[src/rtl/seq_pattern_tx_if.sv]
// ---------------------------------------------------------------------------
// seq_pattern_tx_if
//
// Groups the control and serial-output signals of the serial pattern
// transmitter so a driver (bench or link-test controller) and the transmitter
// can be connected with a single port.
//
// Signals:
//   start       - request a transmission (accepted only while ready=1)
//   abort       - terminate an active transmission
//   pat_in      - pattern; bit pat_len-1 is sent first
//   pat_len     - pattern length, legal range 1..MAX_LEN
//   rep_cnt     - repetitions, 0 = continuous until abort
//   gap_cyc     - idle cycles between repetitions
//   ready       - transmitter idle and able to accept start
//   x           - serial data (0 whenever x_valid=0)
//   x_valid     - x carries a pattern bit this cycle
//   busy        - transmission in progress (sending or gapping)
//   frame_start - pulse with the first bit of each repetition
//   done        - pulse at the end of a transmission, normal or aborted
//   err         - pulse on a rejected start
//
// Modports:
//   master - the side that requests transmissions
//   slave  - the transmitter itself
// ---------------------------------------------------------------------------
interface seq_pattern_tx_if #(
    parameter int MAX_LEN = 16,
    parameter int LW      = 5,
    parameter int CW      = 8
);

    logic               start;
    logic               abort;
    logic [MAX_LEN-1:0] pat_in;
    logic [LW-1:0]      pat_len;
    logic [CW-1:0]      rep_cnt;
    logic [CW-1:0]      gap_cyc;

    logic               ready;
    logic               x;
    logic               x_valid;
    logic               busy;
    logic               frame_start;
    logic               done;
    logic               err;

    modport master (
        output start, abort, pat_in, pat_len, rep_cnt, gap_cyc,
        input  ready, x, x_valid, busy, frame_start, done, err
    );

    modport slave (
        input  start, abort, pat_in, pat_len, rep_cnt, gap_cyc,
        output ready, x, x_valid, busy, frame_start, done, err
    );

endinterface

[src/rtl/seq_pattern_tx.sv]
// ---------------------------------------------------------------------------
// seq_pattern_tx
//
// Serial pattern transmitter: the source end of the single-bit stimulus line
// feeding the sequence detectors. On an accepted start it latches a pattern,
// its length, a repetition count and an inter-repetition gap, then shifts the
// pattern out MSB-first (bit pat_len-1 first), one bit per clock. Supports
// back-to-back repetition, idle gaps between repetitions, continuous mode
// (rep_cnt=0) and abort.
//
// Parameters:
//   MAX_LEN - maximum pattern length in bits
//   LW      - width of pat_len (2**LW > MAX_LEN)
//   CW      - width of rep_cnt / gap_cyc
//
// Ports:
//   clk   - clock, rising edge
//   rst_n - asynchronous active-low reset
//   bus   - seq_pattern_tx_if slave modport (controls in, serial line out)
//
// All outputs are registered. The first bit appears one cycle after the edge
// that accepts start.
// ---------------------------------------------------------------------------
module seq_pattern_tx #(
    parameter int MAX_LEN = 16,
    parameter int LW      = 5,
    parameter int CW      = 8
) (
    input  logic              clk,
    input  logic              rst_n,
    seq_pattern_tx_if.slave   bus
);

    localparam logic [LW-1:0] MAX_LEN_L = LW'(MAX_LEN);

    typedef enum logic [1:0] {
        IDLE,
        SEND,
        GAP,
        DONE
    } state_t;

    // Control state and latched transaction parameters
    state_t             state_q,  state_d;
    logic [MAX_LEN-1:0] pat_q,    pat_d;
    logic [LW-1:0]      len_q,    len_d;
    logic [LW-1:0]      idx_q,    idx_d;
    logic [CW-1:0]      rep_q,    rep_d;
    logic               cont_q,   cont_d;
    logic [CW-1:0]      gap_q,    gap_d;
    logic [CW-1:0]      gcnt_q,   gcnt_d;

    // Registered outputs
    logic ready_q, ready_d;
    logic x_q,     x_d;
    logic xv_q,    xv_d;
    logic busy_q,  busy_d;
    logic fs_q,    fs_d;
    logic done_q,  done_d;
    logic err_q,   err_d;

    // Helpers for the next-state logic
    logic               len_legal;
    logic               more_reps;
    logic [MAX_LEN-1:0] bit_src;
    logic [MAX_LEN-1:0] bit_sh;

    // State and output register bank. Reset returns everything to a quiet
    // idle line with ready asserted, discarding any partial stream.
    always_ff @(posedge clk or negedge rst_n) begin
        if (!rst_n) begin
            state_q <= IDLE;
            pat_q   <= '0;
            len_q   <= '0;
            idx_q   <= '0;
            rep_q   <= '0;
            cont_q  <= 1'b0;
            gap_q   <= '0;
            gcnt_q  <= '0;
            ready_q <= 1'b1;
            x_q     <= 1'b0;
            xv_q    <= 1'b0;
            busy_q  <= 1'b0;
            fs_q    <= 1'b0;
            done_q  <= 1'b0;
            err_q   <= 1'b0;
        end else begin
            state_q <= state_d;
            pat_q   <= pat_d;
            len_q   <= len_d;
            idx_q   <= idx_d;
            rep_q   <= rep_d;
            cont_q  <= cont_d;
            gap_q   <= gap_d;
            gcnt_q  <= gcnt_d;
            ready_q <= ready_d;
            x_q     <= x_d;
            xv_q    <= xv_d;
            busy_q  <= busy_d;
            fs_q    <= fs_d;
            done_q  <= done_d;
            err_q   <= err_d;
        end
    end

    // Next-state and next-output logic. The outputs computed here describe
    // the cycle after the coming edge, which is what keeps every output
    // registered. Abort has priority over a pattern-end transition; both
    // land in DONE anyway.
    always_comb begin
        state_d   = state_q;
        pat_d     = pat_q;
        len_d     = len_q;
        idx_d     = idx_q;
        rep_d     = rep_q;
        cont_d    = cont_q;
        gap_d     = gap_q;
        gcnt_d    = gcnt_q;
        ready_d   = 1'b0;
        xv_d      = 1'b0;
        busy_d    = 1'b0;
        fs_d      = 1'b0;
        done_d    = 1'b0;
        err_d     = 1'b0;
        x_d       = 1'b0;
        more_reps = cont_q || (rep_q > CW'(1));
        len_legal = (bus.pat_len != '0) && (bus.pat_len <= MAX_LEN_L);
        bit_src   = pat_q;
        bit_sh    = '0;

        unique case (state_q)
            IDLE: begin
                ready_d = 1'b1;
                if (bus.start) begin
                    if (len_legal) begin
                        pat_d   = bus.pat_in;
                        len_d   = bus.pat_len;
                        rep_d   = bus.rep_cnt;
                        cont_d  = (bus.rep_cnt == '0);
                        gap_d   = bus.gap_cyc;
                        idx_d   = bus.pat_len - 1'b1;
                        bit_src = bus.pat_in;
                        state_d = SEND;
                        ready_d = 1'b0;
                        xv_d    = 1'b1;
                        busy_d  = 1'b1;
                        fs_d    = 1'b1;
                    end else begin
                        err_d = 1'b1;
                    end
                end
            end

            SEND: begin
                if (bus.abort) begin
                    state_d = DONE;
                    done_d  = 1'b1;
                end else if (idx_q != '0) begin
                    idx_d  = idx_q - 1'b1;
                    xv_d   = 1'b1;
                    busy_d = 1'b1;
                end else begin
                    // Bit 0 is on the line: one repetition is complete.
                    // Continuous mode never consumes the repetition count.
                    if (!cont_q) begin
                        rep_d = rep_q - 1'b1;
                    end
                    if (!more_reps) begin
                        state_d = DONE;
                        done_d  = 1'b1;
                    end else if (gap_q != '0) begin
                        state_d = GAP;
                        gcnt_d  = gap_q;
                        busy_d  = 1'b1;
                    end else begin
                        idx_d  = len_q - 1'b1;
                        xv_d   = 1'b1;
                        busy_d = 1'b1;
                        fs_d   = 1'b1;
                    end
                end
            end

            GAP: begin
                // gcnt_q counts the gap cycles still to show, including the
                // current one, so the gap lasts exactly gap_cyc cycles.
                if (bus.abort) begin
                    state_d = DONE;
                    done_d  = 1'b1;
                end else if (gcnt_q == CW'(1)) begin
                    state_d = SEND;
                    idx_d   = len_q - 1'b1;
                    xv_d    = 1'b1;
                    busy_d  = 1'b1;
                    fs_d    = 1'b1;
                end else begin
                    gcnt_d = gcnt_q - 1'b1;
                    busy_d = 1'b1;
                end
            end

            DONE: begin
                state_d = IDLE;
                ready_d = 1'b1;
            end

            default: begin
                state_d = IDLE;
                ready_d = 1'b1;
            end
        endcase

        // Serial data is the selected pattern bit, forced low off-pattern.
        bit_sh = bit_src >> idx_d;
        x_d    = xv_d & bit_sh[0];
    end

    assign bus.ready       = ready_q;
    assign bus.x           = x_q;
    assign bus.x_valid     = xv_q;
    assign bus.busy        = busy_q;
    assign bus.frame_start = fs_q;
    assign bus.done        = done_q;
    assign bus.err         = err_q;

endmodule

[src/flat_wrapper.sv]
// flat-port wrapper written by rule: the top's interface ports become plain ports
module seq_pattern_tx_flat 
#(
    parameter int MAX_LEN = 16,
    parameter int LW      = 5,
    parameter int CW      = 8
)
  (clk, rst_n, bus_start, bus_abort, bus_pat_in, bus_pat_len, bus_rep_cnt, bus_gap_cyc, bus_ready, bus_x, bus_x_valid, bus_busy, bus_frame_start, bus_done, bus_err);
  seq_pattern_tx_if #(.MAX_LEN(MAX_LEN), .LW(LW), .CW(CW)) bus_i ();
  input  logic clk;
  input  logic rst_n;
  input wire logic [$bits(bus_i.start)-1:0] bus_start;
  input wire logic [$bits(bus_i.abort)-1:0] bus_abort;
  input wire logic [$bits(bus_i.pat_in)-1:0] bus_pat_in;
  input wire logic [$bits(bus_i.pat_len)-1:0] bus_pat_len;
  input wire logic [$bits(bus_i.rep_cnt)-1:0] bus_rep_cnt;
  input wire logic [$bits(bus_i.gap_cyc)-1:0] bus_gap_cyc;
  output wire logic [$bits(bus_i.ready)-1:0] bus_ready;
  output wire logic [$bits(bus_i.x)-1:0] bus_x;
  output wire logic [$bits(bus_i.x_valid)-1:0] bus_x_valid;
  output wire logic [$bits(bus_i.busy)-1:0] bus_busy;
  output wire logic [$bits(bus_i.frame_start)-1:0] bus_frame_start;
  output wire logic [$bits(bus_i.done)-1:0] bus_done;
  output wire logic [$bits(bus_i.err)-1:0] bus_err;
  assign bus_i.start = bus_start;
  assign bus_i.abort = bus_abort;
  assign bus_i.pat_in = bus_pat_in;
  assign bus_i.pat_len = bus_pat_len;
  assign bus_i.rep_cnt = bus_rep_cnt;
  assign bus_i.gap_cyc = bus_gap_cyc;
  assign bus_ready = bus_i.ready;
  assign bus_x = bus_i.x;
  assign bus_x_valid = bus_i.x_valid;
  assign bus_busy = bus_i.busy;
  assign bus_frame_start = bus_i.frame_start;
  assign bus_done = bus_i.done;
  assign bus_err = bus_i.err;
  seq_pattern_tx #(.MAX_LEN(MAX_LEN), .LW(LW), .CW(CW)) u_core (.clk(clk), .rst_n(rst_n), .bus(bus_i));
endmodule
[config.mk]
export PLATFORM = sky130hd
export DESIGN_NAME = seq_pattern_tx_flat
export DESIGN_NICKNAME = d
export VERILOG_FILES = /design/src/rtl/seq_pattern_tx_if.sv /design/src/rtl/seq_pattern_tx.sv /design/src/flat_wrapper.sv
export SDC_FILE = /design/constraint.sdc
export NUM_CORES = 1
export LEC_CHECK = 0
export BUFFER_PORTS_ARGS = -buffer_cell sky130_fd_sc_hd__buf_2
export CORE_ASPECT_RATIO = 1.1
export CORE_MARGIN = 8
export CORE_UTILIZATION = 55
export DETAILED_ROUTE_END_ITERATION = 6
export GPL_ROUTABILITY_DRIVEN = 0
export PLACE_DENSITY_LB_ADDON = 0.3
export SLEW_MARGIN = 40
export SYNTH_ARGS = -nofsm -noshare
export SYNTH_HDL_FRONTEND = slang
export SYNTH_SLANG_ARGS = --single-unit
[constraint.sdc]
create_clock -name clk -period 3.8 [get_ports clk]
set_clock_uncertainty 0.1 [all_clocks]
set_input_delay 0.19 -clock clk [delete_from_list [all_inputs] [get_ports clk]]
set_output_delay 0.19 -clock clk [all_outputs]
set_load 0.01 [all_outputs]
# --- Yosys cells after proc, flatten, opt, wreduce, memory -nomap -nowiden ---
# Cells that the tools add are included.
totals:
  in_bits: 41
  word_cells: 114
  output_inout_bits: 7
  register_bits: 60
op_classes:
  bitwise_logic: 1
  shift: 1
  n_lt_le_gt_ge: 2
  n_eq_ne: 16
  reduce_logical: 13
  add_sub_neg: 5
  mux: 61
ops:
  columns: ["operator", "count"]
  rows:
  - ["two-way mux 8 bit", 11]
  - ["two-way mux 16 bit", 3]
  - ["two-way mux 5 bit", 8]
  - ["one-hot mux 8 bit (2 select lines)", 2]
  - ["two-way mux 1 bit", 22]
  - ["two-way mux 2 bit", 8]
  - [">> shifter 16 x 5 -> 1 bit", 1]
  - ["subtractor 8 x 1 -> 8 bit, second input constant", 2]
  - ["one-hot mux 5 bit (3 select lines)", 1]
  - ["subtractor 5 x 1 -> 5 bit, second input constant", 3]
  - ["!= test 2 bit, second input constant", 6]
  - ["nonzero test 5 bit", 2]
  - ["one-hot mux 1 bit (3 select lines)", 3]
  - ["== test 8 x 1 -> 1 bit, second input constant", 1]
  - ["greater-than comparator 8 x 1 -> 1 bit, second input constant", 1]
  - ["zero test 8 bit", 1]
  - ["one-hot mux 2 bit (4 select lines)", 1]
  - ["nonzero test 8 bit", 1]
  - ["AND reduction 7 bit", 1]
  - ["!= test 2 x 1 -> 1 bit, second input constant", 3]
  - ["AND reduction 6 bit", 1]
  - ["less-or-equal comparator 5 bit, second input constant", 1]
  - ["AND reduction 5 bit", 1]
  - ["== test 2 bit, second input constant", 2]
  - ["other kinds (11)", 13]

# --- Logic depth before layout (Yosys ltp) ---
# Gate-level depths: netlist of run 1.
logic_depth:
  depth_word: 8
  depth_mapped: 11

# --- Least setup slack after synthesis of run 1 ---
# OpenSTA, ideal clock, no wires.
synth_path:
  kind: "register to register"
  startpoint: "register u_core.idx_q[0]"
  endpoint: "register u_core.x_q, in the netlist u_core.bus.x"
  setup_slack_ns: 1.016
  arrival_ns: 2.563
  setup_ns: 0.122
  synth_period_minus_slack_ns: 2.784
  stages_incl_launch_ff: 12
  cell_sequence: "dfrtp_1 -> inv_1 -> ha_1 -> or4b_4 -> buf_6 -> nand2_4 -> o32a_2 -> a31oi_4 -> or3_1 -> a311oi_2 -> a22oi_1 -> o2111a_1"
synth_via:
  elab_chain_cells: 7
synth_rtl:
  columns: ["item", "line_no", "text"]
  rows:
  - ["start: declaration", "seq_pattern_tx.sv:47", "logic [LW-1:0] idx_q, idx_d;"]
  - ["start signal: assignment", "seq_pattern_tx.sv:91", "idx_q <= idx_d;"]
  - ["branches (longest 6 deep; another with subtractor 5 x 1 -> 5 bit)", null, null]
  - ["bitwise AND 1 bit *", "seq_pattern_tx.sv:215", "x_d = xv_d & bit_sh[0];"]
  - ["named net u_core.x_d", "seq_pattern_tx.sv:55", "logic x_q, x_d;"]
  - ["end signal: assignment", "seq_pattern_tx.sv:81", "x_q <= 1'b0;"]
  - ["end signal: assignment", "seq_pattern_tx.sv:97", "x_q <= x_d;"]
  - ["end: declaration", "seq_pattern_tx.sv:55", null]
# Mark *: on every way through the listed nets, which the timed path passes.
# A chain may end at the register's enable or synchronous reset.

# --- Worst setup path in the final report of run 1 ---
layout_path:
  startpoint: "register u_core.rep_q[0]"
  endpoint: "register u_core.x_q, in the netlist u_core.bus.x"
layout_via:
  elab_chain_cells: 8
layout_rtl:
  columns: ["item", "line_no", "text"]
  rows:
  - ["start: declaration", "seq_pattern_tx.sv:48", "logic [CW-1:0] rep_q, rep_d;"]
  - ["start signal: assignment", "seq_pattern_tx.sv:92", "rep_q <= rep_d;"]
  - ["greater-than comparator 8 x 1 -> 1 bit *", "seq_pattern_tx.sv:126", "more_reps = cont_q || (rep_q > CW'(1));"]
  - ["logical OR 1 bit *", "seq_pattern_tx.sv:126", null]
  - ["two-way mux 5 bit", "seq_pattern_tx.sv:168", "if (!more_reps) begin"]
  - ["two-way mux 5 bit", "seq_pattern_tx.sv:158", "end else if (idx_q != '0) begin"]
  - ["two-way mux 5 bit", "seq_pattern_tx.sv:155", "if (bus.abort) begin"]
  - ["one-hot mux 5 bit (3 select lines)", "seq_pattern_tx.sv:131", "unique case (state_q)"]
  - [">> shifter 16 x 5 -> 1 bit", "seq_pattern_tx.sv:214", "bit_sh = bit_src >> idx_d;"]
  - ["bitwise AND 1 bit *", "seq_pattern_tx.sv:215", null]
  - ["named net u_core.x_d", "seq_pattern_tx.sv:55", null]
# Mark *: on every way through the listed nets, which the timed path passes. The rest lies on a longest branch.

==> impl_metrics.json, run 1 <==
{
  "p_leak_nw": 1.938,
  "placement.cell_area_um2": 3983,
  "timing.fmax_mhz": 328.2,
  "grt_max_degree": 33,
  "rsz0062_at_grt": "false",
  "worstSkewPairLatency_ns": 0.35,
  "dieArea_um2": 9548,
  "synth.distinct_cells": 69,
  "status": "finished, final reports clean",
  "cpPeakStageDelay_ns": 0.43,
  "ctsResizeCount": 0,
  "rows": 31,
  "syn-instance-count": 377,
  "instances_no_fill": 534,
  "syn_nets": 430,
  "antennaDiodeCount": 0,
  "core_area_um2": 6516,
  "place_inst": 496,
  "dr.pass1.iters": 4,
  "worst_slew_pin_slew_ns": 0.6793,
  "final_util_pct": 67.80,
  "die-height_um": 101.7,
  "vdd.ir_drop.worst_uv": 362.3,
  "holdWs_ns": 0.01323,
  "fin_crit_sh_pct": 80.19,
  "post_cts_buffers": 0,
  "synth-edff-count": 0,
  "cts_tree": "done",
  "setup_viol": 0,
  "finalMaxSlewViolations": 0,
  "fin_setup_tns_ns": 0,
  "critical_path_arrival_ns": 3.19,
  "drive_gt1_share_pct": 25.22,
  "layout.nets": 501,
  "ys.flop_type": "dfrtp_1",
  "clock_sinks": 60,
  "worstPathCellList": "inv_1 -> ha_1 -> o211ai_1 -> a41oi_1 -> o31a_1 -> or3_1 -> a311oi_2 -> a22oi_1 -> o2111a_1",
  "endpoint_kind": "flip-flop",
  "port_buffers": 47,
  "critPathLaunchType": "flip-flop",
  "ys_ff_latch": 60,
  "grt_pass1_wl_um": 15500,
  "worstPathMaxFanout": 7,
  "power_mw": 3.457,
  "gr-total-overflow": 0,
  "antenna_found_initial": 0,
  "syn_area_per_cell_um2": 9.737,
  "drc": 0,
  "grt_pass1_vias": 3212,
  "numCtsBuffers": 9,
  "n_fill_cell": 527,
  "wirelength_um": 9148,
  "drtAntennaViolNets": 0,
  "drv_cap": 0,
  "cts_root_buf": "clkbuf_8",
  "critical-path-slowest-cell": "o211ai_1",
  "finish.instance_area_um2": 4418,
  "hold_class": "primary input to flip-flop",
  "cts_max_path_buffers": 2,
  "clk_pin_slew_ns": 0.07,
  "vias_per_cell": 5.970,
  "period_needed_ns": 3.047,
  "powerDensity_nw_per_um2": 782.5,
  "hold_viol_final": 0,
  "ys_warn_count": 0,
  "wire_per_inst_um": 17.13,
  "critPathKind": "flip-flop to flip-flop",
  "yosysSeqAreaShare_pct": 40.93,
  "start_util_pct": 56.34,
  "hpwl_um": 6505,
  "htree_levels": 3,
  "drt_iter0_markers": 155,
  "die_x_um": 93.90,
  "cp_top_family": "compound AO/OA/AOI/OAI gates",
  "crit_buf_inv": 1,
  "worstPathRequired_ns": 3.94,
  "synth_area_um2": 3671,
  "pin_count": 48,
  "relSlewSlack_pct": 54.32,
  "finalWorstSetupSlack_ns": 0.7528,
  "dpl_worst_slack_ns": 0.6456,
  "vias": 3188,
  "grt.total_usage_pct": 20.55,
  "area_growth_pct": 20.35,
  "async_reset_ff_share_pct": 100.0
}
cells in the mapped netlist, types with 2 or more instances:
cell,number,area share [%]
a211o_1,2,0.48
a21boi_0,3,0.61
a21o_1,6,1.2
a21oi_1,21,2.9
a31oi_1,10,1.7
a32oi_1,2,0.48
a41oi_1,3,0.72
and3_1,2,0.34
buf_2,3,0.41
clkbuf_1,12,1.2
dfrtp_1,59,40
ha_1,12,4.1
inv_1,19,1.9
mux2_2,27,8.3
mux2i_1,4,1.1
nand2_1,24,2.5
nand2b_1,6,1.0
nand3_1,10,1.4
nor2_1,21,2.1
nor2b_1,2,0.34
nor3_1,14,1.9
nor3b_1,5,1.0
nor4_1,6,1.0
nor4b_1,2,0.48
o2111ai_1,2,0.48
o211ai_1,3,0.61
o21a_1,3,0.61
o21ai_0,25,3.4
o21ba_2,2,0.55
o22a_1,6,1.4
o22ai_1,10,1.7
o311ai_0,2,0.48
or2_2,2,0.34
or3_1,6,1.0
or4_1,2,0.41
xnor2_1,6,1.4
layer usage:
metal  track usage, %  up-vias  share of wire (%)
li1                 -     1547                  -
met2            34.88       97                 52
met3            5.634       11                5.5
met4            6.593        0                1.1
met5                0        -                  0
met1            24.49     1533                 42
final timing paths:
| path | from | cells past startpoint | end | slack [ns] |
|---|---|---|---|---|
| worst max register to register | u_core.rep_q[0] | 9 | u_core.bus.x | 0.75 |
| worst min register to register | u_core.pat_q[2] | 1 | u_core.pat_q[2] | 0.40 |
| max in group asynchronous | rst_n | 3 | u_core.bus.ready | 2.38 |
| min in group asynchronous | rst_n | 2 | u_core.pat_q[7] | 0.31 |
| worst max-delay path | u_core.rep_q[0] | 9 | u_core.bus.x | 0.75 |
| worst min-delay path | bus_pat_in[9] | 2 | u_core.pat_q[9] | 0.01 |
sequential cells by signal, summed over array words and instances (netlist names), 2 cells and up:
signal	cells
u_core.rep_q	8
u_core.gap_q	8
u_core.idx_q	5
u_core.pat_q	16
u_core.gcnt_q	8
u_core.state_q	2
u_core.len_q	5
cell families after synthesis:
family,count (synthesis),synth area share [%]
compound gates,118,22.29
fa+ha+maj,12,4.090
xor+xnor,8,2.113
mux,31,9.373
buf+inv,36,3.987
flops,60,40.93
simple gates,112,17.21
layout by cell type, fill, tap and decap left out, drive strengths merged, types with 12 or more instances in the layout:
cell type    Yosys  layout
dfrtp           59      59
nor3            14      14
o21ai           26      26
ha              12      12
nand2           25      25
a21oi           21      21
dlygate4sd3      0      23
mux2            27      27
buf              4      53
inv             19      19
nor2            22      22
report_power, final:
group          switching, mW  leakage (nW)  internal, mW
logic                  0.903          1.10         0.752
clock network          0.256         0.102         0.363
registers              0.251         0.738         0.931
total                   1.41          1.94          2.05
layout make-up:
type	instances	area [um^2]	area share, %
Inverter	20	75.07	1.699
Timing Repair Buffer	76	510.5	11.55
Clock inverter	5	77.57	1.756
Tap cell	82	102.6	2.322
Multi-Input combinational cell	281	2022	45.77
Sequential cell	60	1503	34.01
Clock buffer	10	127.6	2.889
timing repair:
action                     CTS  global route
hold buffers                23             0
setup endpoints to repair    0             0
hold endpoints to repair    50             0
No activity file was read; power rests on OpenSTA's default activity.
==> inputs of run 2 (changes only) <==
CORE_UTILIZATION = 53   (was 55)
clock period = 2.6 ns   (was 3.8 ns; I/O delays follow)
==> impl_metrics.json, run 2 (same netlist as run 1, synthesis figures left out) <==
{
  "status": "finished with violations",
  "violations": "negative setup slack",
  "rows": 32,
  "port_buffers": 47,
  "finalMaxSlewViolations": 0,
  "critPathLaunchType": "flip-flop",
  "hold_viol_final": 0,
  "drc": 0,
  "dr.pass1.iters": 5,
  "worstPathMaxFanout": 3,
  "worstSkewPairLatency_ns": 0.35,
  "endpoint_kind": "flip-flop",
  "antenna_found_initial": 0,
  "die_x_um": 95.35,
  "drv_cap": 0,
  "dpl_worst_slack_ns": -0.1997,
  "dieArea_um2": 9848,
  "placement.cell_area_um2": 4598,
  "rsz0062_at_grt": "true",
  "worst_slew_pin_slew_ns": 0.4917,
  "clock_sinks": 60,
  "timing.fmax_mhz": 357.8,
  "layout_common_cells": "buf_4 (86), dfrtp_1 (59), buf_2 (48)",
  "numCtsBuffers": 9,
  "critPathKind": "flip-flop to flip-flop",
  "fin_crit_sh_pct": 107.5,
  "largest_reg_flops": 16,
  "drtAntennaViolNets": 0,
  "pin_count": 48,
  "drive_gt1_share_pct": 40.88,
  "vdd.ir_drop.worst_uv": 707.0,
  "wire_per_inst_um": 17.01,
  "area_growth_pct": 44.65,
  "wirelength_um": 10680,
  "die-height_um": 103.3,
  "hpwl_um": 7208,
  "grt_pass1_vias": 3753,
  "layout.nets": 591,
  "finish.instance_area_um2": 5310,
  "drt_iter0_markers": 265,
  "antennaDiodeCount": 0,
  "top_register": "u_core.pat_q",
  "cts_tree": "done",
  "grt_max_degree": 61,
  "p_leak_nw": 2.409,
  "cts_max_path_buffers": 2,
  "n_fill_cell": 449,
  "relSlewSlack_pct": 66.97,
  "grt_pass1_wl_um": 17170,
  "hold_class": "primary input to flip-flop",
  "powerDensity_nw_per_um2": 1161,
  "gr-total-overflow": 0,
  "worstPathRequired_ns": 2.74,
  "start_util_pct": 53.62,
  "vias": 3653,
  "period_needed_ns": 2.795,
  "finalWorstSetupSlack_ns": -0.1945,
  "critical_path_arrival_ns": 2.93,
  "htree_levels": 3,
  "final_common_cell": "buf_4",
  "cts_root_buf": "clkbuf_8",
  "grt.total_usage_pct": 22.46,
  "clk_pin_slew_ns": 0.07,
  "vias_per_cell": 5.817,
  "core_area_um2": 6847,
  "setup_viol": 1
}
run 2: area by class of cell:
| class | count | area [um^2] | share of cell area, % |
|---|---|---|---|
| Inverter | 20 | 75.07 | 1.414 |
| Timing Repair Buffer | 166 | 1216 | 22.90 |
| Tap cell | 85 | 106.4 | 2.003 |
| Sequential cell | 60 | 1503 | 28.30 |
| Clock buffer | 9 | 123.9 | 2.333 |
| Clock inverter | 7 | 100.1 | 1.885 |
| Multi-Input combinational cell | 281 | 2186 | 41.16 |
run 2: stage by stage:
stage	setup TNS (ns)	util (%)	std cells	power (mW)	hold WS [ns]
2_1_floorplan	-0.1127	-	377	3.514	-0.2656
6_report	-0.1945	77.56	628	6.163	0.02836
3_5_place_dp	-0.1997	67.16	577	4.825	0.06380
3_3_place_gp	-0.1270	67.16	577	4.715	0.06087
4_1_cts	-0.1864	75.64	625	5.907	0.02280
5_1_grt	-0.3433	77.56	628	6.569	0.04225
run 2: power by group:
| group | internal [mW] | switching [mW] |
|---|---|---|
| registers | 1.36 | 0.255 |
| clock network | 0.546 | 0.411 |
| logic | 1.82 | 1.77 |
run 2: worst paths after layout:
kind | from | to | slack (ns) | depth (start not counted)
max in group asynchronous | rst_n | u_core.bus.ready | 1.87 | 3
hold / removal | bus_rep_cnt[1] | u_core.rep_q[1] | 0.03 | 3
setup / recovery | u_core.rep_q[0] | u_core.bus.x | -0.19 | 9
setup reg to reg | u_core.rep_q[0] | u_core.bus.x | -0.19 | 9
min in group asynchronous | rst_n | u_core.pat_q[15] | 0.22 | 3
hold reg to reg | u_core.pat_q[3] | u_core.pat_q[3] | 0.40 | 1
run 2: per-layer routing:
metal  global-route usage, %  share of wire [%]  vias up
met1                   24.99                 40     1738
met5                       0                  0        -
met4                   12.74                3.6        0
met3                   5.487                5.5       44
met2                   38.38                 51      144
li1                        -                  -     1727
run 2: worst max-delay path, cell delays in order (launching register included):
cell      delay (ns)
dfrtp_1         0.40
inv_2           0.07
ha_4            0.16
o211ai_1        0.33
a41oi_4         0.18
o31a_1          0.36
or3_4           0.38
a311oi_2        0.33
a22oi_1         0.12
o2111a_1        0.25
run 2: what timing repair did:
| item | CTS | global route |
|---|---|---|
| pin swaps | 3 | 14 |
| setup buffers | 1 | 2 |
| endpoints found under the setup margin | 1 | 14 |
| hold endpoints to repair | 89 | 0 |
| hold buffers | 31 | 0 |
| gates cloned | 0 | 1 |
| resized for setup | 7 | 29 |
